**config.mk**
```make
export PLATFORM = sky130hd
export DESIGN_NAME = shift_window_seq
export DESIGN_NICKNAME = d
export VERILOG_FILES = /design/src/rtl/shift_window_seq.sv
export SDC_FILE = /design/constraint.sdc
export NUM_CORES = 1
export LEC_CHECK = 0
export CORE_MARGIN = 2
export CORE_UTILIZATION = 30
export DETAILED_ROUTE_END_ITERATION = 10
export DONT_BUFFER_PORTS = 1
export GPL_ROUTABILITY_DRIVEN = 0
export HOLD_SLACK_MARGIN = 0.08
export PLACE_DENSITY = 0.42
export SYNTH_ARGS = -nofsm -noshare
export SYNTH_HDL_FRONTEND = slang
export SYNTH_SLANG_ARGS = --single-unit
```
**constraint.sdc**
```tcl
create_clock -name clk -period 4.5 [get_ports clk]
set_input_delay 0.9 -clock clk [delete_from_list [all_inputs] [get_ports clk]]
set_output_delay 0.9 -clock clk [all_outputs]
set_load 0.01 [all_outputs]
```
**src/rtl/shift_window_seq.sv**
```systemverilog
// shift_window_seq: pixel write and serial tap-gather sequencer for the 8-entry shift buffer.
// Build option SHIFT_CTRL_ZERO_PAD_EN: emit a zero-padded window for every accepted pixel.
module shift_window_seq #(
  parameter int DEPTH  = 8,
  parameter int TAPS   = 7,
  parameter int DATA_W = 32
) (
  input  logic                   clk,
  input  logic                   rst,
  input  logic                   in_valid,
  output logic                   in_ready,
  input  logic [DATA_W-1:0]      in_data,
  input  logic                   line_start,
  output logic                   buf_write_en,
  output logic [6:0]             buf_addr,
  output logic [DATA_W-1:0]      buf_wr_data,
  input  logic [DATA_W-1:0]      buf_rd_data,
  output logic                   win_valid,
  input  logic                   win_ready,
  output logic [TAPS*DATA_W-1:0] win_data,
  output logic [7:0]             fill_count
);

  localparam int PW = $clog2(DEPTH);
  localparam int KW = $clog2(TAPS + 1);

  typedef enum logic [2:0] {
    IDLE,
    WRITE,
    READ,
    DRAIN,
    OUT,
    DONE
  } state_t;

  state_t                  r_state;
  logic [PW-1:0]           r_wptr;
  logic [KW-1:0]           r_k;
  logic [7:0]              r_fill;
  logic                    r_win_valid;
  logic [TAPS*DATA_W-1:0]  r_win_data;
  logic                    r_wen;
  logic [6:0]              r_addr;
  logic [DATA_W-1:0]       r_wr_data;

  logic [7:0]              w_fill_inc;
  logic                    w_emit;
  logic                    w_last;
  logic [PW-1:0]           w_rd_ptr;
  logic [7:0]              w_tap_idx;
  logic                    w_cap_en;
  logic                    w_tap_ok;
  logic [DATA_W-1:0]       w_cap;

  assign in_ready     = (r_state == IDLE) && !rst;
  assign buf_write_en = r_wen;
  assign buf_addr     = r_addr;
  assign buf_wr_data  = r_wr_data;
  assign win_valid    = r_win_valid;
  assign win_data     = r_win_data;
  assign fill_count   = r_fill;

  assign w_fill_inc = (r_fill >= 8'(TAPS - 1)) ? 8'(TAPS) : r_fill + 8'd1;
  assign w_last     = (r_k == KW'(TAPS - 1));
  assign w_rd_ptr   = r_wptr - PW'(r_k + KW'(1));

  // rd_data lags the address by one cycle, so READ step k lands tap k-1
  assign w_tap_idx = (r_state == DRAIN) ? 8'(TAPS - 1)
                                        : 8'(r_k) - 8'd1;
  assign w_cap_en  = ((r_state == READ) && (r_k != '0)) ||
                     (r_state == DRAIN);

`ifdef SHIFT_CTRL_ZERO_PAD_EN
  assign w_emit   = 1'b1;
  assign w_tap_ok = (w_tap_idx < r_fill);
`else
  assign w_emit   = (r_fill == 8'(TAPS));
  assign w_tap_ok = 1'b1;
`endif

  assign w_cap = w_tap_ok ? buf_rd_data : '0;

  always_ff @(posedge clk) begin
    if (rst) begin
      r_state     <= IDLE;
      r_wptr      <= '0;
      r_k         <= '0;
      r_fill      <= '0;
      r_win_valid <= 1'b0;
      r_win_data  <= '0;
      r_wen       <= 1'b0;
      r_addr      <= '0;
      r_wr_data   <= '0;
    end else begin
      if (w_cap_en) begin
        for (int t = 0; t < TAPS; t++) begin
          if (w_tap_idx == 8'(t))
            r_win_data[t*DATA_W +: DATA_W] <= w_cap;
        end
      end
      unique case (r_state)
        IDLE: begin
          if (in_valid) begin
            r_wr_data <= in_data;
            r_fill    <= line_start ? 8'd1 : w_fill_inc;
            r_wen     <= 1'b1;
            r_addr    <= 7'(r_wptr);
            r_state   <= WRITE;
          end
        end
        WRITE: begin
          r_wen <= 1'b0;
          r_k   <= '0;
          if (w_emit) begin
            r_addr  <= 7'(r_wptr);
            r_state <= READ;
          end else begin
            r_state <= DONE;
          end
        end
        READ: begin
          if (w_last) begin
            r_state <= DRAIN;
          end else begin
            r_k    <= r_k + KW'(1);
            r_addr <= 7'(w_rd_ptr);
          end
        end
        DRAIN: begin
          r_win_valid <= 1'b1;
          r_state     <= OUT;
        end
        OUT: begin
          if (win_ready) begin
            r_win_valid <= 1'b0;
            r_state     <= DONE;
          end
        end
        DONE: begin
          r_wptr  <= r_wptr + PW'(1);
          r_state <= IDLE;
        end
        default: r_state <= IDLE;
      endcase
    end
  end

endmodule
```
After elaboration in Yosys (flattened, before gate mapping)
Cells that the tools add are included.
W data, S select, Z words.
Storage, ports and cells
  output and inout bits: 274
  input bits: 69
  logic and storage cells: 81
  flip-flop bits (word level): 282
Cells by class
  equality and inequality tests: 18
  $add $sub $neg: 5
  reduce and logical (&&, ||, !) cells: 24
  muxes and demuxes: 18
  magnitude comparators: 1
Operators by type and width (count)
  $eq A8 B3 Y1 const B: 4
  $mux W8: 3
  $reduce_and A2 Y1: 11
  $mux W7: 3
  $pmux W7 S3: 1
  $eq A8 B2 Y1 const B: 2
  $mux W3: 5
  $pmux W3 S5: 1
  $ne A2 B2 Y1 const B: 5
  $eq A3 B3 Y1 const B: 3
  $add A8 B1 Y8 const B: 1
  $eq A8 B1 Y1 const B: 1
  $ge A8 B3 Y1 const B: 1
  $logic_not A8 Y1: 1
  $add A3 B1 Y3 const B: 2
  $eq A3 B2 Y1 const B: 2
  $pmux W3 S2: 1
  $reduce_bool A2 Y1: 3
  $reduce_bool A3 Y1: 2
  $pmux W1 S2: 2
  $reduce_and A4 Y1: 1
  $sub A3 B1 Y4 const B: 1
  $eq A3 B1 Y1 const B: 1
  $logic_not A3 Y1: 1
  other kinds (6): 8

Depth between registers and ports, before layout
  depth after elaboration: 4
  gate-level depth with buffers: 10
  depth with buffers taken out: 8

Worst setup path after synthesis
No wires, ideal clock.
  kind: reg-to-reg
  from: register r_k[0]
  to: register r_win_data[66], in the netlist win_data[66]
  data required time: 4380 ps
  setup time: 120 ps
  arrival: 2278 ps
  clock period less this slack: 2398 ps
  path buffers: 4
  path slack: 2102 ps
  stages on the path, launching flop included: 11
  cells stage by stage: dfxtp_1 clkinv_1 clkbuf_1 ha_1 xor2_1 or2_1 buf_2 or3_1 buf_6 buf_6 mux2i_1
Between the ends
  word-level cells in the longest chain between the ends: 4
  elaborated cells between the ends (all ways): 7
  classes of those cells: add/sub: 1; eq/ne: 1; mux: 1; reduce/logical: 4
RTL lines
  start: declaration: line 38  | logic [KW-1:0] r_k;
  start signal: assignment: line 125  | r_k <= r_k + KW'(1);
  $sub A3 B1 Y4 or $reduce_bool A3 Y1 (tied branches): line 69, 70
  $mux W8 or $logic_and A1 B1 Y1 (tied branches): line 68, 70
  $eq A8 B2 Y1 or $logic_or A1 B1 Y1 (tied branches): line 97, 70
  $reduce_and A2 Y1 (no line) (*)
  end signal: indexed assignment: line 98  | r_win_data[t*DATA_W +: DATA_W] <= w_cap;
  end: declaration: line 41  | logic [TAPS*DATA_W-1:0] r_win_data;
Mark *: on every way between the ends. The rest lies on a longest branch, timed or not.
A chain may end at the register's enable or synchronous reset.

Worst setup path after layout
  from: register r_k[0]
  to: register r_win_data[71], in the netlist win_data[71]
Same word-level chain as after synthesis.

==> results.md <==
- The setup TNS is 0 ns.
- The reg-to-reg critical path startpoint is r_k[0].
- The worst setup slack for register-to-register paths is 1.53 ns.
- The most critical setup path has its startpoint at r_k[0].
- Dividing the detail-routed wire length by the instance count gives 23.6 um.
- The average size of a mapped cell is 8.58 um2.
- Synthesis inferred 278 register bits.
- The critical path is of the flop to flop type.
- The die span in y is 196 um.
- The areal power density over the cells is 438 nW/um2.
- The total overflow left after global routing is 0.
- Compared with the post-synthesis result, the final layout area differs by 12.1%.
- The element type at the critical path end is a flop.
- The core region is 36400 um2.
- The clock reaches the later pin of the worst-skew pair after 0.53 ns.
- The clock tree synthesis step divided the H-tree into 2 levels.
- In this run, the combinational gates consume 2.7% of the power.
- Clock tree synthesis selected as its root buffer the cell sky130_fd_sc_hd__clkbuf_16.
- The static leakage power is 4.16 nW.
- The count of different cell masters after synthesis is 57.
- The number of DRC markers in iteration 0 is 654.
- The data arrival time of the critical path is 3.41 ns.
- The first-pass GRT wire length is 60300 um.
- The routing usage on met3 is 9.49%.
- The via count of the first global-routing pass is 8991.
- The clock network is responsible for 50.2% of the overall power.
- The worst-margin pin slew is 1.10 ns.
- In this run the power spent charging and discharging nets is 0.00125 W.
- Gates resized during post-CTS repair numbered 0.
- Counting the buffers created by CTS gives 35.
- Of all nets on the critical path, the largest fanout is 40.
- Max-cap violations in this run came to 0.
- The flow ran to the end, and the final reports show no timing, DRC or antenna violations.
- The clock period minus final worst setup slack is 2.97 ns.
- Detailed routing inserted a total of 9423 vias.
- Across every metal layer, demand over resource in global routing totals 20.3%.
- The path class of the tightest hold or removal check is primary input to flop.
- The detailed-router iteration count before antenna repair is 5.
- The worst setup skew after layout is 0.0153 ns.
- The number of nets at the end of the flow is 1285.
- The wire-length estimate of the detail-placed layout is 24600 um.
- The TritonCTS clock tree is built.
- The number of antenna violations at the first check in global routing was 0.
- Cell internal power was estimated by the tool at 0.00417 W.
- The floorplan step defined a die boundary enclosing 38400 um2.
- Buffers placed on the I/O ports in this run total 0.
- The count of final max-slew check failures is 0.
- The endpoint identified for the worst register-to-register timing path is win_data[71].
- Entering global routing, the biggest net connects 212 pins.
- The die width is 196 um.
- The share of total power in sequential cells is 47.1%.
- Of the synthesized area, sequential elements account for 50.4%.
- 343 I/O pins were placed.
- Data on the critical path is required at its endpoint by 4.94 ns.
- Using the TritonRoute via totals, the vias-per-cell ratio works out to 5.56.
- The kind of launch point of the worst setup path is a flop.
- The cell area after synthesis is 11000 um2.
- The number of DRC violations after detailed routing is 0.
- For this configuration, the core starts out at a cell density of 30.3%.
- The number of antenna cells inserted is 0.
- In this run the deepest clock path goes through 3 buffers.
- In the global route stage, met2 resource usage came out at 29.4%.
- For this block, the routed nets add up to 40100 um of wire.
- The post-synthesis cell count is 1288.
- Yosys printed 0 warnings.
- The worst register-to-register path has a depth of 7.
- The clock net sink count is 278.
- Cells fill 34.0% of the core in the end.
- The hold violation total from the final report is 0.
- The switching part of the total power is 23.1%.
- The period utilization is 66.0%.
- Of all flip-flops after synthesis, the portion carrying an async set or reset was 0%.
- The non-filler instance count after layout is 1696.
- Setup repair after global routing left no endpoint under its margin.
- The number of hold buffers added after CTS is 0.
- Clock-pin slew was measured on the worst setup and hold paths at 0.06 ns.
- Across the VDD grid, the largest voltage drop is 0.265 mV.
- Global routing used 26.6% of the available met1 tracks.
- Across all hold checks on the routed design, the worst slack comes to 0.450 ns.
- The minimum setup slack after placement is 1.44 ns.
- The count of flip-flops with a built-in enable after synthesis is 0.
- Setup violations remaining at the end of the flow were counted as 0.
- The relative slew slack is 26.7%.
- The endpoint of the most critical setup path is win_data[71].
- In the synthesized netlist the dominant register cell turns out to be sky130_fd_sc_hd__dfxtp_1.
- The slack of the critical path is 1.53 ns.
- The share of final-layout standard cells stronger than drive strength 1 is 6.92%.
- In this run the remaining antenna-violating nets after routing total 0.
- The post-CTS setup buffer count is 0.
- The number of core rows is 70.
- The number of cells after detailed placement is 1638.
- Derived from the worst setup path, the maximum achievable clock frequency is 0.337 GHz.
- The most heavily used metal layer in global routing is met2.
## worst max-delay path: stages, from the launching register on
cell	delay [ns]
sky130_fd_sc_hd__dfxtp_1	0.39
sky130_fd_sc_hd__clkinv_1	0.08
sky130_fd_sc_hd__buf_4	0.27
sky130_fd_sc_hd__ha_1	0.50
sky130_fd_sc_hd__inv_1	0.18
sky130_fd_sc_hd__a31oi_1	0.29
sky130_fd_sc_hd__or3_2	0.88
sky130_fd_sc_hd__mux2i_1	0.27
## how the worst min path moves through the flow
| stage | from | end | slack, ns | cells after the start |
|---|---|---|---|---|
| final | rst | win_data[15] | 0.45 | 1 |
| after global routing | rst | win_data[145] | 0.42 | 1 |
| after CTS | rst | win_data[19] | 0.44 | 1 |
| after detailed placement | win_data[220] | win_data[220] | 0.50 | 2 |
| after global placement | win_data[213] | win_data[213] | 0.49 | 2 |
| after floorplan | win_data[192] | win_data[192] | 0.48 | 2 |
## cell type report
type                       instances  area (um2)
fill                            3794       24100
timing repair buffer              17         140
clock buffer                      47         971
inverter                          10        38.8
multi-input combinational        865        4970
clock inverter                    11         115
tap                              468         586
sequential                       278        5570
## cell families after synthesis
logic type / count (synthesis) / share of synthesized area (%)
buf+inv: 148 / 5.65
xor+xnor: 8 / 0.759
fa+ha+maj: 9 / 1.09
other cells: 1 / 0.0340
compound gates: 385 / 18.7
mux: 66 / 5.98
simple gates: 393 / 17.4
flops: 278 / 50.4
## cell usage after synthesis (3+ instances only)
cell type	count	area share (%)
sky130_fd_sc_hd__buf_4	4	0.27
sky130_fd_sc_hd__nor3_1	5	0.23
sky130_fd_sc_hd__and4_1	3	0.24
sky130_fd_sc_hd__xor2_1	6	0.48
sky130_fd_sc_hd__dfxtp_1	278	50
sky130_fd_sc_hd__clkbuf_1	108	3.7
sky130_fd_sc_hd__nand2_1	176	6.0
sky130_fd_sc_hd__buf_1	3	0.10
sky130_fd_sc_hd__mux2i_1	66	6.0
sky130_fd_sc_hd__nand3_1	72	3.3
sky130_fd_sc_hd__o211ai_1	3	0.20
sky130_fd_sc_hd__ha_1	8	0.91
sky130_fd_sc_hd__inv_1	8	0.27
sky130_fd_sc_hd__buf_6	4	0.41
sky130_fd_sc_hd__o21ai_0	130	5.9
sky130_fd_sc_hd__a21oi_1	204	9.2
sky130_fd_sc_hd__nor2_1	14	0.48
sky130_fd_sc_hd__buf_2	18	0.82
sky130_fd_sc_hd__nand4_1	98	5.6
sky130_fd_sc_hd__and3_1	3	0.17
sky130_fd_sc_hd__o31ai_1	33	2.2
## stage by stage
step	total power, W	cell area (um2)
2_1_floorplan	0.00273	11100
3_3_place_gp	0.00275	11300
3_5_place_dp	0.00275	11300
4_1_cts	0.00552	12400
5_1_grt	0.00564	12400
6_report	0.00542	12400
## power groups by stage
stage	clock, W	combinational [W]	sequential (W)
2_1_floorplan	0	0.000152	0.00258
3_3_place_gp	0	0.000145	0.00261
3_5_place_dp	0	0.000147	0.00260
4_1_cts	0.00282	0.000147	0.00255
5_1_grt	0.00291	0.000169	0.00256
6_report	0.00272	0.000145	0.00255
## registers in the layout (all words and copies together) (netlist names), 3 cells and up
signal,cells
win_data,224
buf_wr_data,32
fill_count,8
buf_addr,3
r_k,3
r_state,3
r_wptr,3
## routing by layer
layer / vias to the layer above / wire length [um]
li1: 4437 / -
met5: - / 0
met4: 0 / 949
met3: 55 / 4770
met1: 4582 / 17200
met2: 349 / 17200
## layout by cell type, fill, tap and decap left out, types with 2 or more instances in the layout
| cell | synthesis | layout |
|---|---|---|
| sky130_fd_sc_hd__a211oi_1 | 2 | 2 |
| sky130_fd_sc_hd__conb_1 | 1 | 4 |
| sky130_fd_sc_hd__o21ai_0 | 130 | 130 |
| sky130_fd_sc_hd__ha_1 | 8 | 8 |
| sky130_fd_sc_hd__clkinv_2 | 0 | 7 |
| sky130_fd_sc_hd__o211ai_1 | 3 | 3 |
| sky130_fd_sc_hd__nor3_1 | 5 | 3 |
| sky130_fd_sc_hd__clkbuf_1 | 108 | 7 |
| sky130_fd_sc_hd__nand4b_1 | 2 | 2 |
| sky130_fd_sc_hd__a21oi_1 | 204 | 204 |
| sky130_fd_sc_hd__nor2b_1 | 2 | 2 |
| sky130_fd_sc_hd__bufinv_16 | 0 | 2 |
| sky130_fd_sc_hd__mux2i_1 | 66 | 66 |
| sky130_fd_sc_hd__nand3b_1 | 2 | 2 |
| sky130_fd_sc_hd__and4_1 | 3 | 3 |
| sky130_fd_sc_hd__clkbuf_16 | 0 | 35 |
| sky130_fd_sc_hd__nand4_1 | 98 | 98 |
| sky130_fd_sc_hd__buf_4 | 4 | 16 |
| sky130_fd_sc_hd__and2_1 | 2 | 2 |
| sky130_fd_sc_hd__inv_1 | 8 | 8 |
| sky130_fd_sc_hd__and3_1 | 3 | 2 |
| sky130_fd_sc_hd__o2111ai_4 | 0 | 2 |
| sky130_fd_sc_hd__nor4_1 | 2 | 2 |
| sky130_fd_sc_hd__dfxtp_1 | 278 | 278 |
| sky130_fd_sc_hd__o31ai_1 | 33 | 33 |
| sky130_fd_sc_hd__nor2_1 | 14 | 13 |
| sky130_fd_sc_hd__xor2_1 | 6 | 6 |
| sky130_fd_sc_hd__clkbuf_8 | 0 | 5 |
| sky130_fd_sc_hd__nand2_1 | 176 | 176 |
| sky130_fd_sc_hd__nand3_1 | 72 | 70 |
| sky130_fd_sc_hd__nand3_2 | 0 | 2 |
| sky130_fd_sc_hd__nor3_2 | 1 | 2 |
(Power assumes the default switching activity.)
